$ cat config.mk
export PLATFORM = sky130hd
export DESIGN_NAME = alu_share_arbiter
export DESIGN_NICKNAME = d
export VERILOG_FILES = /design/src/rtl/alu_share_arbiter.sv
export SDC_FILE = /design/constraint.sdc
export NUM_CORES = 1
export LEC_CHECK = 0
export ABC_AREA = 1
export CAP_MARGIN = 20
export CORE_MARGIN = 4
export CORE_UTILIZATION = 40
export DETAILED_ROUTE_END_ITERATION = 10
export PLACE_DENSITY = 0.76
export SLEW_MARGIN = 20
export SYNTH_ARGS = -nofsm -noshare
export SYNTH_HDL_FRONTEND = slang
export SYNTH_SLANG_ARGS = --single-unit
$ cat constraint.sdc
create_clock -name clk -period 3.79 [get_ports clk]
set_clock_uncertainty 0.15 [all_clocks]
set_input_delay 0.5685 -clock clk [delete_from_list [all_inputs] [get_ports clk]]
set_output_delay 0.5685 -clock clk [all_outputs]
set_load 0.01 [all_outputs]
$ cat src/rtl/alu_share_arbiter.sv
// alu_share_arbiter: time-shares one combinational 4-bit ALU between two
// requesters (A and B). A winning request is latched onto registered ALU
// inputs; the ALU result is captured one cycle later and returned to the
// owner with a one-cycle done pulse. Sequence is IDLE -> EXEC -> WB -> IDLE.
module alu_share_arbiter #(
  parameter logic [7:0] DIV_ZERO_VAL = 8'hFF,
  parameter bit         ROUND_ROBIN  = 1'b1
) (
  input  logic       clk,
  input  logic       rst,
  input  logic       req_a,
  input  logic [3:0] op_a,
  input  logic [3:0] x_a,
  input  logic [3:0] y_a,
  input  logic       req_b,
  input  logic [3:0] op_b,
  input  logic [3:0] x_b,
  input  logic [3:0] y_b,
  output logic       gnt_a,
  output logic       gnt_b,
  output logic       done_a,
  output logic       done_b,
  output logic [7:0] result_a,
  output logic [7:0] result_b,
  output logic       err_a,
  output logic       err_b,
  output logic       busy,
  output logic [3:0] alu_sel,
  output logic [3:0] alu_x,
  output logic [3:0] alu_y,
  input  logic [7:0] alu_result
);

  typedef enum logic [1:0] {S_IDLE, S_EXEC, S_WB} state_t;

  state_t     state_q;
  logic       owner_q;       // 0 = A, 1 = B
  logic       last_owner_q;  // owner of the most recently completed operation
  logic       dz_q;          // latched divide/modulo-by-zero flag
  logic       gnt_a_q, gnt_b_q, done_a_q, done_b_q, err_a_q, err_b_q, busy_q;
  logic [7:0] result_a_q, result_b_q;
  logic [3:0] alu_sel_q, alu_x_q, alu_y_q;

  logic       win_b;
  logic [3:0] pick_op, pick_x, pick_y;
  logic       pick_dz;
  logic [7:0] res_eff;

  // Arbitration and operand selection for the IDLE decision, plus the
  // effective result (divide/modulo by zero overrides the ALU output).
  always_comb begin
    win_b = 1'b0;
    if (req_b && !req_a) begin
      win_b = 1'b1;
    end else if (req_a && req_b) begin
      // Round robin: B wins only if A owned the previous operation.
      win_b = ROUND_ROBIN && !last_owner_q;
    end
    pick_op = win_b ? op_b : op_a;
    pick_x  = win_b ? x_b  : x_a;
    pick_y  = win_b ? y_b  : y_a;
    pick_dz = ((pick_op == 4'd3) || (pick_op == 4'd10)) && (pick_y == 4'd0);
    res_eff = dz_q ? DIV_ZERO_VAL : alu_result;
  end

  // Sequencer with all outputs registered; reset abandons any operation.
  always_ff @(posedge clk) begin
    if (rst) begin
      state_q      <= S_IDLE;
      owner_q      <= 1'b0;
      last_owner_q <= 1'b1;
      dz_q         <= 1'b0;
      gnt_a_q      <= 1'b0;
      gnt_b_q      <= 1'b0;
      done_a_q     <= 1'b0;
      done_b_q     <= 1'b0;
      err_a_q      <= 1'b0;
      err_b_q      <= 1'b0;
      busy_q       <= 1'b0;
      result_a_q   <= 8'h00;
      result_b_q   <= 8'h00;
      alu_sel_q    <= 4'h0;
      alu_x_q      <= 4'h0;
      alu_y_q      <= 4'h0;
    end else begin
      gnt_a_q  <= 1'b0;
      gnt_b_q  <= 1'b0;
      done_a_q <= 1'b0;
      done_b_q <= 1'b0;
      case (state_q)
        S_IDLE: begin
          if (req_a || req_b) begin
            owner_q   <= win_b;
            alu_sel_q <= pick_op;
            alu_x_q   <= pick_x;
            alu_y_q   <= pick_y;
            dz_q      <= pick_dz;
            gnt_a_q   <= !win_b;
            gnt_b_q   <= win_b;
            busy_q    <= 1'b1;
            state_q   <= S_EXEC;
          end
        end
        S_EXEC: begin
          // ALU inputs have been stable for a full cycle; sample its output.
          if (owner_q) begin
            result_b_q <= res_eff;
            err_b_q    <= dz_q;
            done_b_q   <= 1'b1;
          end else begin
            result_a_q <= res_eff;
            err_a_q    <= dz_q;
            done_a_q   <= 1'b1;
          end
          last_owner_q <= owner_q;
          state_q      <= S_WB;
        end
        S_WB: begin
          busy_q  <= 1'b0;
          state_q <= S_IDLE;
        end
        default: begin
          busy_q  <= 1'b0;
          state_q <= S_IDLE;
        end
      endcase
    end
  end

  assign gnt_a    = gnt_a_q;
  assign gnt_b    = gnt_b_q;
  assign done_a   = done_a_q;
  assign done_b   = done_b_q;
  assign err_a    = err_a_q;
  assign err_b    = err_b_q;
  assign busy     = busy_q;
  assign result_a = result_a_q;
  assign result_b = result_b_q;
  assign alu_sel  = alu_sel_q;
  assign alu_x    = alu_x_q;
  assign alu_y    = alu_y_q;

endmodule

# [Word-level counts from Yosys, hierarchy flattened]
# Cells that the tools add are included.
[word_totals] register_bits=40 input_bits=36 wordCells=52
[op_classes] eq_ne=4 muxes=12 n_bitwise=4 reduce_logical=16
[ops] cell="$mux W4" n=3
[ops] cell="$mux W8" n=1
[ops] cell="$reduce_and A2 Y1" n=4
[ops] cell="$mux W1" n=5
[ops] cell="$eq A4 B2 Y1 const B" n=1
[ops] cell="$eq A4 B4 Y1 const B" n=1
[ops] cell="$logic_not A4 Y1" n=1
[ops] cell="$not A1 Y1" n=4
[ops] cell="$pmux W2 S2" n=1
[ops] cell="$logic_and A1 B1 Y1" n=3
[ops] cell="$logic_not A1 Y1" n=3
[ops] cell="$reduce_or A3 Y1" n=1
[ops] cell="$eq A2 B1 Y1 const B" n=1
[ops] cell="$logic_not A2 Y1" n=1
[ops] cell="$logic_or A1 B1 Y1" n=2
[ops] cell="$mux W2" n=1
[ops] cell="$ne A2 B2 Y1 const B" n=1
[ops] cell="$pmux W1 S2" n=1
[ops] cell="$reduce_or A2 Y1" n=1

# [Longest topological paths before layout]
# Gate-level depths: netlist of the first run.
[logic_depth] depth_word=7 mapped_depth=9 depth_no_buf=9

# [Worst setup path before layout of the first run]
# OpenSTA, ideal clock, no wires.
[synth_path] kind="input-to-reg" startpoint="input port req_b" endpoint="register dz_q" setup_ns=0.067 t_arrival_ns=1.289 setup_slack_ns=2.283 stages=8 cell_sequence="buf_6 nand2_8 buf_12 nand2_2 nand3_2 nor2_1 nand3_1 a21oi_2"
[synth_between] elab_chain_len=7 elab_cells_between_ends=13 cone_classes="2 x eq/ne; 4 x mux; 7 x reduce/logical"
[synth_lines] item="from (decl)" line_no="15" source="input logic req_b,"
[synth_lines] item="$logic_and A1 B1 Y1" line_no="55" source="end else if (req_a && req_b) begin"
[synth_lines] item="$mux W1" line_no="55"
[synth_lines] item="$mux W1" line_no="53" source="if (req_b && !req_a) begin"
[synth_lines] item="$mux W4" line_no="59" source="pick_op = win_b ? op_b : op_a;"
[synth_lines] item="$eq A4 B2 Y1 or $eq A4 B4 Y1 (tied branches)" line_no="62" source="pick_dz = ((pick_op == 4'd3) || (pick_op == 4'd10)) && (pick_y == 4'd0);"
[synth_lines] item="$logic_or A1 B1 Y1" line_no="62"
[synth_lines] item="$logic_and A1 B1 Y1" line_no="62"
[synth_lines] item="to (signal assigned)" line_no="97" source="dz_q <= pick_dz;"
[synth_lines] item="to (decl)" line_no="39" source="logic dz_q;"
# Parallel ways exist; a longest one is shown, timed or not.
# A chain may end at the register's enable or synchronous reset.

# [Worst setup path after layout of the first run]
# Same ends and word-level chain as after synthesis.

==> impl_metrics.toml, run 1 <==
[grt]
grt.overflow.total = 0
grt_pass1_wl_um = 6510
grt_usage = 0.157
grt_pass1_vias = 1481
grt_max_degree = 26
antenna_found_initial = 0

[cells_and_area]
syn2layout_area_growth_pct = 48.0
antenna_cells = 0
drive_above_1_share = 0.116
utilization = 0.624
final_nets = 319
ff_latch_area_um2 = 801
fill_cells = 365
multi_input_area_um2 = 764

[sta]
rsz0062_at_grt = "false"
timing.final.crit_share = 0.612
fin_setup_tns_ns = 0
worstMarginPinSlew_ns = 0.490
fmax_ghz = 0.431
setup_violations = 0
hold_violations = 0
max-slew-margin-rel = 0.672
fin_crit_ns = 2.32
drv_slew = 0

[pwr]
powerDensity_nw_per_um2 = 411
leakage_nw = 1.02
irDropWorstVdd_uv = 222

[setup_path]
crit_path_max_fanout = 25
worst-endpoint-arrival_ns = 2.40
crit_start = "req_b"
cp_num_buf_inv = 1
max_stage_delay_ns = 0.76
r2r_slack_ns = 2.14
cp-endpoint = "dz_q"
start_kind = "input pin"
cp.depth = 7
cp_slowest_cell = "clkdlybuf4s50_1"
critPathKind = "in -> reg"
cp.required_ns = 3.87
path_cells = "clkdlybuf4s50_1 -> nor2_1 -> nor2_4 -> nand3_2 -> nor2_1 -> nand3_1 -> a21oi_2"
rr_startpoint = "state_q[0]"
rr_worst_depth = 7
path_common_cell = "nor2_1"
cp_top_family = "simple AND/OR/NAND/NOR gates"
cp-end-kind = "flop"
timing.rr.end = "dz_q"

[clock_tree]
cts_setup_buffers = 0
numCtsBuffers = 5
clock_sinks = 40
clkTransAtPathRegs_ns = 0.07
cts_hold_buf = 0
cts_root_buf = "clkbuf_8"
clkLatencyLatePin_ns = 0.29
htree_levels = 2
cts-resized-gates = 0
clockBufferDepth = 2
tritoncts = "done"

[floorplan]
row_count = 23
die_area_um2 = 5390
io_pins = 71
die_w_um = 73.4
fp.dieH_um = 73.4
core_area_um2 = 4060
initial_core_util = 0.422

[route]
met1Wirelength_um = 1810
routed.top_layer = "met4"
dr_wl_met2_um = 1880
wl_per_cell_um = 12.4
wl_um = 4140
drt_iter0_drc = 94
vias_per_cell = 4.87
wl_met3_um = 408
drt_pass1_iterations = 4
drc_errors = 0
vias = 1627
ant_nets = 0

[logic_synthesis]
syn_nets = 252
synth_area_leaders = "dfxtp_1, nand2_1, a21oi_1"
ys_ff_latch = 40
yosysMostFrequentCell = "nand2_1"
synth-edff-count = 0
synth-compound-area-share = 0.152
syn_area_um2 = 1710
yosys.area_share.simple = 0.295
netlist.area_leader.share = 0.468
ys_top_cells_by_count = "nand2_1, dfxtp_1, a21oi_1"
ys_types = 29
synth_ff_type = "dfxtp_1"
synth-async-reset-ratio = 0
synth_top_family_by_area = "simple AND/OR/NAND/NOR gates"
synthAdderAreaFrac = 0
netlist_instances = 216
yosys.area.top_type = "dfxtp_1"
synth-xor-area-share = 0
yosys_warnings = 0
seq_area_frac_synth = 0.468
synth_mux_area_frac = 0
synth_area_per_cell_um2 = 7.92

[hold_path]
min_path_type = "reg -> reg"
hp-start = "result_a[1]"

[run]
drv_cap = 0

[status]
outcome = "completed"

[placed_design]
dpl.hpwl_um = 3080
routabilityCongestion = 0.769
io_buffers = 70
-- cell usage in the layout, fill, tap and decap left out --
cell type        synthesis  final
a211oi_1                 2      2
dfxtp_1                 40     40
clkinv_4                 0      1
a31o_1                   1      1
nand3b_1                 6      6
nand2_1                 47     47
o21ai_0                 10     10
o211a_1                  1      1
clkdlybuf4s50_1          0     70
nand2_8                  1      1
nand3_1                 19     19
a21oi_1                 24     24
nor2_4                   2      2
o21ai_1                  1      1
inv_2                    3      3
bufinv_16                0      1
nor3_1                   1      1
a221oi_1                 1      1
o21ai_2                  1      1
a21oi_2                  1      1
nor2_1                   7      7
nand3_2                  1      1
inv_1                   17     17
clkbuf_8                 0      6
nand2_2                  3      3
nor2_2                   3      3
nand2_4                  2      2
a31oi_1                  4      4
buf_4                    0      1
or2_2                    7      7
-- report_power, final --
part	total [mW]	internal [mW]	switching, mW
combinational	0.212	0.110	0.102
sequential	0.468	0.451	0.0171
clock	0.361	0.215	0.146
total	1.04	0.776	0.265
-- registers in the layout, indices dropped and copies added, names as in the netlist --
register,cells
err_a,1
alu_x,4
state_q,2
gnt_b,1
busy,1
done_b,1
alu_y,4
err_b,1
done_a,1
alu_sel,4
owner_q,1
dz_q,1
gnt_a,1
result_a,8
result_b,8
last_owner_q,1
-- metal layers --
layer  vias to the layer above  global-route usage
met5                         -                   0
met4                         0              0.0744
met3                         6              0.0670
met2                        55               0.233
met1                       721               0.195
li1                        845                   -
-- worst reg2reg max path, cell delays in order, from the launching register on --
cell and delay, ns:
dfxtp_1 0.31, inv_1 0.11, nand2_1 0.13, nor2_4 0.41, nand3_2 0.14, nor2_1 0.13
nand3_1 0.10, a21oi_2 0.11
-- worst min-delay path by stage --
stage | endpoint | slack [ns] | depth (start not counted)
floorplan | err_b | 0.33 | 2
global placement | result_a[1] | 0.30 | 2
detailed placement | result_a[1] | 0.31 | 2
CTS | result_a[1] | 0.32 | 2
global route | result_b[7] | 0.33 | 2
finish | result_a[1] | 0.32 | 2
-- logic make-up (layout without fill, tap and decap cells) --
logic type / count (synthesis) / in the layout
AO/OA/AOI/OAI: 46 / 46
buffers and inverters: 31 / 99
flip-flops: 40 / 40
AND/OR/NAND/NOR: 99 / 99
-- per-stage QoR --
step	instance area [um2]	hold slack, ns	std cells	power, mW	worst slack, ns
finish	2530	0.319	334	1.04	1.47
global route	2530	0.331	334	1.09	1.31
CTS	2530	0.317	334	1.05	1.46
detailed placement	2410	0.305	326	0.690	1.15
global placement	2410	0.301	326	0.687	1.22
floorplan	1710	0.326	216	0.586	2.28
-- layout make-up --
cell class	instances	area share
sequential	40	0.316
inverter	20	0.0296
clock inverter	2	0.0153
clock buffer	6	0.0326
tap	50	0.0247
multi-input combinational	145	0.302
timing repair buffer	71	0.280
Note: power is estimated with default switching activity, not from simulation.
==> inputs of run 2 (changes only) <==
==> constraint.sdc (replaced) <==
create_clock -name clk -period 2.2 [get_ports clk]
set_clock_uncertainty 0.15 [all_clocks]
set_input_delay 0.33 -clock clk [delete_from_list [all_inputs] [get_ports clk]]
set_output_delay 0.33 -clock clk [all_outputs]
set_load 0.01 [all_outputs]
==> impl_metrics.toml, run 2 (synthesized netlist as in run 1, its figures left out) <==
[status]
outcome = "completed"

[grt]
grt_pass1_vias = 1465
grt.overflow.total = 0
grt_max_degree = 18
grt_pass1_wl_um = 6490
antenna_found_initial = 0
grt_usage = 0.157

[clock_tree]
clkTransAtPathRegs_ns = 0.07
cts_root_buf = "clkbuf_8"
tritoncts = "done"
clock_sinks = 40
numCtsBuffers = 5
clockBufferDepth = 2
cts_hold_buf = 0
cts-resized-gates = 0
htree_levels = 2
clkLatencyLatePin_ns = 0.29
cts_setup_buffers = 0

[route]
dr_wl_met2_um = 1870
wl_met3_um = 324
drt_iter0_drc = 68
routed.top_layer = "met4"
drt_pass1_iterations = 4
met1Wirelength_um = 1730
vias = 1605
wl_per_cell_um = 11.8
drc_errors = 0
vias_per_cell = 4.75
ant_nets = 0
wl_um = 3990

[floorplan]
die_w_um = 73.4
fp.dieH_um = 73.4
initial_core_util = 0.422
die_area_um2 = 5390
core_area_um2 = 4060
row_count = 23
io_pins = 71

[sta]
timing.final.crit_share = 0.760
fin_crit_ns = 1.67
fin_setup_tns_ns = 0
worstMarginPinSlew_ns = 0.408
rsz0062_at_grt = "false"
setup_violations = 0
max-slew-margin-rel = 0.728
hold_violations = 0
drv_slew = 0
fmax_ghz = 0.598

[setup_path]
cp.required_ns = 1.72
cp-end-kind = "output pin"
worst-endpoint-arrival_ns = 1.19
max_stage_delay_ns = 0.56
start_kind = "flop"
cp_slowest_cell = "clkdlybuf4s50_1"
path_cells = "clkdlybuf4s50_1"
critPathKind = "reg -> out"
crit_path_max_fanout = 2
cp_num_buf_inv = 1
cp_top_family = "buffers and inverters"

[placed_design]
routabilityCongestion = 0.763
dpl.hpwl_um = 3130
io_buffers = 70

[pwr]
powerDensity_nw_per_um2 = 660
leakage_nw = 1.02
irDropWorstVdd_uv = 344

[hold_path]
min_path_type = "reg -> reg"

[cells_and_area]
final_common_cell = "clkdlybuf4s50_1"
final_nets = 323
mostFrequentLayoutCells = "clkdlybuf4s50_1, nand2_1, dfxtp_1"
fill_cells = 367
antenna_cells = 0
utilization = 0.625
syn2layout_area_growth_pct = 48.1
drive_above_1_share = 0.125

[run]
drv_cap = 0
run 2: cell count changes in the layout (fill, tap and decap cells not counted), sizes merged:
| cell | change |
|---|---|
| buf | +4 |
| bufinv | -1 |
| clkbuf | +1 |
| clkinv | -1 |
| clkinvlp | +1 |
run 2: layout make-up:
cell class	count	area, um2	share of cell area
Sequential cell	40	801	0.316
Multi-Input combinational cell	145	764	0.302
Timing Repair Buffer	75	738	0.291
Clock buffer	7	86.3	0.0341
Inverter	20	75.1	0.0296
Tap cell	50	62.6	0.0247
Clock inverter	1	7.51	0.00296
run 2: worst reg2reg max path, delay by kind of cell (launching register included):
| kind | cells | cell delay [ns] |
|---|---|---|
| DFF | 1 | 0.31 |
| buffers and inverters | 1 | 0.06 |
| and+or+nand+nor | 2 | 0.62 |
| AOI/OAI and AO/OA | 1 | 0.35 |
run 2: stage by stage:
stage / instance area [um2] / hold slack (ns) / setup slack, ns / cells / total power, mW
detailed placement: 2440 / 0.300 / 0.317 / 330 / 1.20
floorplan: 1710 / 0.258 / 0.932 / 216 / 1.01
global placement: 2440 / 0.300 / 0.356 / 330 / 1.19
finish: 2530 / 0.311 / 0.529 / 338 / 1.67
CTS: 2530 / 0.314 / 0.512 / 338 / 1.70
global route: 2530 / 0.326 / 0.425 / 338 / 1.76
run 2: final timing paths:
check        depth (start not counted)          end  slack, ns       start
max                                  1     alu_x[0]       0.53    alu_x[0]
min                                  2        err_a       0.31       err_a
max reg2reg                          4  result_b[0]       0.62  state_q[0]
min reg2reg                          2        err_a       0.31       err_a
run 2: report_power, final:
part | switching [mW] | leakage, nW | internal (mW)
clock | 0.240 | 0.0445 | 0.254
sequential | 0.0318 | 0.328 | 0.777
combinational | 0.172 | 0.652 | 0.198
total | 0.443 | 1.02 | 1.23
run 2: metal layers:
layer  global-route usage  up-vias
li1                     -      848
met2                0.232       52
met1                0.210      698
met4               0.0664        0
met5                    0        -
met3               0.0479        7
